--- src/rtl/fir_ctrl_if.sv ---
// fir_ctrl_if
//   Handshake bundle between a sample/coefficient source and fir_ctrl.
//   Carries three streams:
//     in_*       : sample stream into the filter (valid/ready)
//     cfg_*      : coefficient write stream (valid/ready) plus the
//                  end-of-load commit pulse
//     out_*      : filtered result stream (valid only, no backpressure)
//   master modport : the source/sink side (testbench or upstream logic)
//   slave modport  : fir_ctrl itself
interface fir_ctrl_if #(
  parameter int AW = 3
);
  logic               in_valid;
  logic signed [15:0] in_data;
  logic               in_ready;

  logic               cfg_valid;
  logic [AW-1:0]      cfg_addr;
  logic signed [15:0] cfg_data;
  logic               cfg_ready;
  logic               cfg_commit;

  logic               out_valid;
  logic signed [31:0] out_data;

  modport master (
    output in_valid, in_data, cfg_valid, cfg_addr, cfg_data, cfg_commit,
    input  in_ready, cfg_ready, out_valid, out_data
  );

  modport slave (
    input  in_valid, in_data, cfg_valid, cfg_addr, cfg_data, cfg_commit,
    output in_ready, cfg_ready, out_valid, out_data
  );
endinterface

--- src/rtl/fir_ctrl.sv ---
// fir_ctrl
//   Controller wrapped around an external pipelined FIR that advances one
//   sample every clock. It gates the sample stream, forwards coefficient
//   writes through a registered write port, zero-flushes the FIR after
//   reset and after every coefficient load, and tags which FIR outputs
//   belong to real accepted samples.
//
//   Ports
//     clk, rst       : rising-edge clock, synchronous active-high reset
//     bus (slave)    : in_*/cfg_*/out_* handshake bundle (fir_ctrl_if)
//     fir_data_in    : sample presented to the FIR (zero in gaps/flush)
//     fir_coef_we/addr/data : registered coefficient write port to FIR
//     fir_data_out   : FIR result, passed straight through to out_data
//     busy           : high whenever the controller is not in RUN
module fir_ctrl #(
  parameter  int NTAPS     = 8,
  parameter  int LAT       = 4,
  parameter  int FLUSH_LEN = NTAPS + LAT,
  localparam int AW        = $clog2(NTAPS),
  localparam int CW        = $clog2(FLUSH_LEN + 1)
) (
  input  logic               clk,
  input  logic               rst,
  fir_ctrl_if.slave          bus,
  output logic signed [15:0] fir_data_in,
  output logic               fir_coef_we,
  output logic [AW-1:0]      fir_coef_addr,
  output logic signed [15:0] fir_coef_data,
  input  logic signed [31:0] fir_data_out,
  output logic               busy
);

  typedef enum logic [1:0] {RUN, LOAD, FLUSH} state_t;

  state_t             state_q, state_d;
  logic [CW-1:0]      cnt_q, cnt_d;
  logic [LAT-1:0]     vsr_q, vsr_d;
  logic               coef_we_q, coef_we_d;
  logic [AW-1:0]      coef_addr_q, coef_addr_d;
  logic signed [15:0] coef_data_q, coef_data_d;

  logic cfg_ready;
  logic in_ready;
  logic cfg_accept;
  logic in_accept;

  // Configuration wins over data in the same cycle, so a sample is never
  // accepted in the cycle that kicks the controller into LOAD.
  assign cfg_ready  = (state_q != FLUSH);
  assign in_ready   = (state_q == RUN) && !bus.cfg_valid;
  assign cfg_accept = bus.cfg_valid && cfg_ready;
  assign in_accept  = bus.in_valid && in_ready;

  assign bus.cfg_ready = cfg_ready;
  assign bus.in_ready  = in_ready;

  // The FIR advances every cycle, so anything that is not an accepted
  // sample must enter it as a zero.
  assign fir_data_in   = in_accept ? bus.in_data : 16'sd0;

  assign bus.out_valid = vsr_q[LAT-1];
  assign bus.out_data  = fir_data_out;

  assign fir_coef_we   = coef_we_q;
  assign fir_coef_addr = coef_addr_q;
  assign fir_coef_data = coef_data_q;

  assign busy = (state_q != RUN);

  // Next-state logic. The valid shift register follows accepted samples
  // through the FIR latency; it is wiped when leaving RUN so results that
  // were computed with the old coefficients are never flagged valid.
  // The flush counter holds at its terminal value rather than wrapping.
  always_comb begin
    state_d     = state_q;
    cnt_d       = cnt_q;
    vsr_d       = (vsr_q << 1) | LAT'(in_accept);
    coef_we_d   = cfg_accept;
    coef_addr_d = cfg_accept ? bus.cfg_addr : coef_addr_q;
    coef_data_d = cfg_accept ? bus.cfg_data : coef_data_q;

    case (state_q)
      RUN: begin
        if (cfg_accept) begin
          state_d = LOAD;
          vsr_d   = '0;
        end
      end
      LOAD: begin
        if (bus.cfg_commit) begin
          state_d = FLUSH;
          cnt_d   = '0;
        end
      end
      FLUSH: begin
        if (cnt_q == CW'(FLUSH_LEN - 1)) begin
          state_d = RUN;
        end else begin
          cnt_d = cnt_q + 1'b1;
        end
      end
      default: begin
        state_d = FLUSH;
        cnt_d   = '0;
        vsr_d   = '0;
      end
    endcase
  end

  // State registers. Reset restarts the flush and drops any coefficient
  // write that was accepted in the same cycle.
  always_ff @(posedge clk) begin
    if (rst) begin
      state_q     <= FLUSH;
      cnt_q       <= '0;
      vsr_q       <= '0;
      coef_we_q   <= 1'b0;
      coef_addr_q <= '0;
      coef_data_q <= '0;
    end else begin
      state_q     <= state_d;
      cnt_q       <= cnt_d;
      vsr_q       <= vsr_d;
      coef_we_q   <= coef_we_d;
      coef_addr_q <= coef_addr_d;
      coef_data_q <= coef_data_d;
    end
  end

endmodule

--- src/flat_wrapper.sv ---
// flat-port wrapper written by rule: the top's interface ports become plain ports
module fir_ctrl_flat 
#(
  parameter  int NTAPS     = 8,
  parameter  int LAT       = 4,
  parameter  int FLUSH_LEN = NTAPS + LAT,
  localparam int AW        = $clog2(NTAPS),
  localparam int CW        = $clog2(FLUSH_LEN + 1)
)
  (clk, rst, fir_data_in, fir_coef_we, fir_coef_addr, fir_coef_data, fir_data_out, busy, bus_in_valid, bus_in_data, bus_cfg_valid, bus_cfg_addr, bus_cfg_data, bus_cfg_commit, bus_in_ready, bus_cfg_ready, bus_out_valid, bus_out_data);
  fir_ctrl_if #(.AW((3))) bus_i ();
  input  logic clk;
  input  logic rst;
  output logic signed [15:0] fir_data_in;
  output logic fir_coef_we;
  output logic [AW-1:0] fir_coef_addr;
  output logic signed [15:0] fir_coef_data;
  input  logic signed [31:0] fir_data_out;
  output logic busy;
  input wire logic [$bits(bus_i.in_valid)-1:0] bus_in_valid;
  input wire logic [$bits(bus_i.in_data)-1:0] bus_in_data;
  input wire logic [$bits(bus_i.cfg_valid)-1:0] bus_cfg_valid;
  input wire logic [$bits(bus_i.cfg_addr)-1:0] bus_cfg_addr;
  input wire logic [$bits(bus_i.cfg_data)-1:0] bus_cfg_data;
  input wire logic [$bits(bus_i.cfg_commit)-1:0] bus_cfg_commit;
  output wire logic [$bits(bus_i.in_ready)-1:0] bus_in_ready;
  output wire logic [$bits(bus_i.cfg_ready)-1:0] bus_cfg_ready;
  output wire logic [$bits(bus_i.out_valid)-1:0] bus_out_valid;
  output wire logic [$bits(bus_i.out_data)-1:0] bus_out_data;
  assign bus_i.in_valid = bus_in_valid;
  assign bus_i.in_data = bus_in_data;
  assign bus_i.cfg_valid = bus_cfg_valid;
  assign bus_i.cfg_addr = bus_cfg_addr;
  assign bus_i.cfg_data = bus_cfg_data;
  assign bus_i.cfg_commit = bus_cfg_commit;
  assign bus_in_ready = bus_i.in_ready;
  assign bus_cfg_ready = bus_i.cfg_ready;
  assign bus_out_valid = bus_i.out_valid;
  assign bus_out_data = bus_i.out_data;
  fir_ctrl #(.NTAPS(NTAPS), .LAT(LAT), .FLUSH_LEN(FLUSH_LEN)) u_core (.clk(clk), .rst(rst), .bus(bus_i), .fir_data_in(fir_data_in), .fir_coef_we(fir_coef_we), .fir_coef_addr(fir_coef_addr), .fir_coef_data(fir_coef_data), .fir_data_out(fir_data_out), .busy(busy));
endmodule
--- config.mk ---
export PLATFORM = sky130hd
export DESIGN_NAME = fir_ctrl_flat
export DESIGN_NICKNAME = d
export VERILOG_FILES = /design/src/rtl/fir_ctrl_if.sv /design/src/rtl/fir_ctrl.sv /design/src/flat_wrapper.sv
export SDC_FILE = /design/constraint.sdc
export NUM_CORES = 1
export LEC_CHECK = 0
export ABC_CLOCK_PERIOD_IN_PS = 1400
export BUFFER_PORTS_ARGS = -buffer_cell sky130_fd_sc_hd__buf_2
export CAP_MARGIN = 40
export CELL_PAD_IN_SITES_DETAIL_PLACEMENT = 1
export CELL_PAD_IN_SITES_GLOBAL_PLACEMENT = 2
export CORE_MARGIN = 4
export CORE_UTILIZATION = 16
export DETAILED_ROUTE_END_ITERATION = 6
export PLACE_DENSITY_LB_ADDON = 0.1
export SYNTH_ARGS = -nofsm -noshare
export SYNTH_HDL_FRONTEND = slang
export SYNTH_SLANG_ARGS = --single-unit
--- constraint.sdc ---
create_clock -name clk -period 1.4 [get_ports clk]
set_input_delay 0.07 -clock clk [delete_from_list [all_inputs] [get_ports clk]]
set_output_delay 0.07 -clock clk [all_outputs]
set_load 0.01 [all_outputs]
==> results by group <==
Status
  – Status: complete, but fails checks
  – Failing checks: negative setup slack

Critical path
  – Worst reg2reg path depth: 5
  – FF-to-FF End: u_core.cnt_q[3]$_SDFFE_PP0P_
  – Startpoint Class: flop
  – CP arrival: 1.74 ns
  – WP data required: 1.59 ns
  – Worst setup EP type: flop
  – Slowest cell on crit path: or4_4
  – Worst path cell trace: inv_4 > ha_4 > buf_4 > or4_4 > o32ai_2
  – Crit path kind: reg -> reg
  – FF-to-FF setup slack: -0.15 ns
  – Crit Path Max Fanout: 6
  – RR Startpoint: u_core.state_q[1]$_SDFFE_PP1P_
  – CP peak stage delay: 0.50 ns

STA
  – Measured slew at the worst slew-check pin: 0.3825 ns
  – Max Slew Vio Count: 0
  – RSZ-0062 raised after global routing: true
  – Setup violations, final: 18
  – Worst Clk Skew: 0.007435 ns
  – Hold Vio Cnt, Final: 0
  – Final Critical Period: 1.554 ns
  – Final worst slack: -0.1540 ns
  – Max_slew headroom: 74.18%
  – Setup TNS Final: -2.024 ns
  – Fmax: 643.5 MHz
  – Final worst-path cycle share: 111.0%

Synth
  – Post-synthesis mux area share: 0.6375%
  – Yosys warns: 0
  – Simple-gate portion of the synthesized area: 24.38%
  – Complex-gate fraction of the synthesized area: 12.43%
  – Post-Synthesis Cells: 190
  – Post-synth ARST share: 0%
  – Average cell area after synthesis: 8.265 um^2
  – Area leader, netlist: dfxtp_1
  – Synth Area in Adders: 4.781%
  – Ys flop type: dfxtp_1
  – Syn Nets: 268
  – XOR/XNOR Fraction of Synth Area: 0%
  – Number of flops mapped to enable cells by yosys: 0
  – Post-synth top area share: 38.25%
  – Register area share after synthesis: 38.25%
  – Largest family of logic cells by synthesized area: simple AND/OR/NAND/NOR gates
  – Synth area leaders: dfxtp_1 38%, buf_4 15%, nand2_1 10%
  – Yosys reg bits: 30
  – Mapped Area: 1570 um^2
  – Netlist cell types: 32

Clocking
  – CTS tree: built
  – Root buffer selected by CTS: clkbuf_8
  – Sink Count: 30
  – H-tree levels: 2
  – CTS Buf Count: 5
  – Clock input transition at the sequential cells of the worst setup and hold paths: 0.07 ns
  – Clock latency on the worst-skew pair: 0.28 ns
  – Clk buf depth: 2

Place
  – Port Buffers: 79
  – Dpl ws: -0.1061 ns
  – Dpl cells: 369
  – RD Place Congestion: 0.6870
  – Placed instance area: 1999 um^2
  – Dpl hpwl: 4087 um

Global routing
  – Number of global-route vias before repair: 1543
  – First-pass GRT wire length: 8066 um
  – Largest net degree at the start of global routing: 21
  – Grt ovf: 0
  – Global-route usage over all layers: 8.988%
  – Initial antenna violation count: 0

Floorplanning
  – # IOs: 144
  – Die Footprint: 11460 um^2
  – Die height: 107.1 um
  – Die width: 107.1 um
  – Core ar.: 9415 um^2
  – Row count: 35
  – Starting Density: 16.68%

Worst hold path
  – Worst Hold End: u_core.fir_coef_data[10]$_SDFFE_PP0P_
  – HP Class: in -> reg
  – Hold Crit Start: bus_cfg_data[10]
  – Hold Crit Depth: 3

Pwr
  – Sw frac: 22.30%
  – Leak Pwr: 1.063 nW
  – P_int: 1.786 mW
  – VDD IR-drop max: 0.2947 mV
  – Psw: 0.5127 mW
  – Reg power frac: 39.6%
  – Comb power frac: 12.5%
  – Clock power share: 47.9%
  – Cell area power density: 1013 nW/um^2

Layout
  – Layout Cells excl Fill: 380
  – Fin nets: 328
  – Layout cell share with drive strength beyond 1: 49.40%
  – Area grow syn2layout: 44.54%
  – N_diodes: 0
  – Final Cell Area: 2270 um^2

Drt
  – Final ANT Viol Nets: 0
  – 1st-pass router iterations: 4
  – Iter 0 DRT Violations: 38
  – Total Wirelength: 5349 um
  – Vias per cell: 3.961
  – DR vias: 1505
  – Drc violations: 0
  – WL/cell: 14.08 um

Job
  – Max-Cap Viols: 0
[placed cells by master, fill, tap and decap left out, types with 3 or more instances in the layout]
cell      instances
buf_2            77
nand2_1          42
dfxtp_1          27
a21oi_1          19
and3_1           15
buf_4            13
clkbuf_8          6
buf_6             4
inv_1             3
ha_4              3
ha_1              3
[cell families (layout without fill, tap and decap cells)]
family / count (synthesis) / in the layout
buffers and inverters: 48 / 109
AO/OA/AOI/OAI: 30 / 30
multiplexers: 1 / 1
flip-flops: 30 / 30
adder cells (fa/ha/maj): 6 / 6
AND/OR/NAND/NOR: 75 / 75
[repair_timing]
action / 4_1_cts / 5_1_grt
resized for setup: 14 / 9
pin swaps: 2 / 1
setup buffers: 1 / 2
hold buffers: 0 / 0
endpoints found under the setup margin: 24 / 41
[cells in the mapped netlist (3+ instances only)]
cell,count
o311ai_0,3
buf_4,32
and3_1,16
dfxtp_1,30
a21oi_1,20
nor2b_1,3
buf_2,5
nand2_1,42
clkbuf_1,5
ha_1,6
inv_1,5
nor4b_1,3
[layer usage]
metal | GRT usage [%] | part of all wire, % | up-vias
met2 | 14.34 | 45 | 85
li1 | - | - | 727
met3 | 4.034 | 12 | 32
met1 | 10.15 | 40 | 661
met4 | 4.384 | 3.2 | 0
met5 | 0 | 0 | -
[worst max path at each step]
stage                                              start                            to  cells after the start
after floorplan           u_core.state_q[0]$_SDFFE_PP0P_  u_core.cnt_q[2]$_SDFFE_PP0P_                      5
after global placement    u_core.state_q[0]$_SDFFE_PP0P_  u_core.cnt_q[3]$_SDFFE_PP0P_                      5
after detailed placement  u_core.state_q[1]$_SDFFE_PP1P_  u_core.cnt_q[3]$_SDFFE_PP0P_                      5
after CTS                 u_core.state_q[1]$_SDFFE_PP1P_  u_core.cnt_q[3]$_SDFFE_PP0P_                      5
after global routing      u_core.state_q[1]$_SDFFE_PP1P_                fir_data_in[3]                      6
final                     u_core.state_q[1]$_SDFFE_PP1P_  u_core.cnt_q[3]$_SDFFE_PP0P_                      5
[stage by stage]
step                      power [mW]  hold slack (ns)  util [%]
final                          2.299          0.02299     24.11
after CTS                      2.325          0.01528     23.46
after global routing           2.420          0.01937     24.11
after global placement         1.194           0.1401     21.24
after detailed placement       1.188           0.1401     21.24
after floorplan                1.142           0.2060         -
[sequential cells by signal (all words and copies together), names as in the netlist]
register	count
u_core.vsr_q	4
u_core.fir_coef_data	16
u_core.cnt_q	4
u_core.fir_coef_we	1
u_core.state_q	2
u_core.fir_coef_addr	3
[critical path, delay by kind of cell, from the launching register on]
family	cells	cell delay (ns)
adder cells (fa/ha/maj)	1	0.16
buffers and inverters	2	0.21
flip-flops	1	0.38
AND/OR/NAND/NOR	1	0.50
AO/OA/AOI/OAI	1	0.22
[power by group through the flow]
stage               Clock (mW)  Sequential, mW  Combinational [mW]
floorplan                    0           0.925               0.218
global placement             0           0.925               0.268
detailed placement           0           0.924               0.263
CTS                       1.15           0.904               0.277
global route              1.18           0.914               0.324
finish                    1.10           0.911               0.288
[layout make-up]
cell class / instances / area (um^2)
Sequential cell: 30 / 609.3
Timing Repair Buffer: 95 / 548.0
Fill cell: 1128 / 7146
Clock buffer: 6 / 82.58
Clock inverter: 2 / 60.06
Inverter: 6 / 27.53
Tap cell: 129 / 161.4
Multi-Input combinational cell: 112 / 780.7
(Power assumes the default switching activity.)
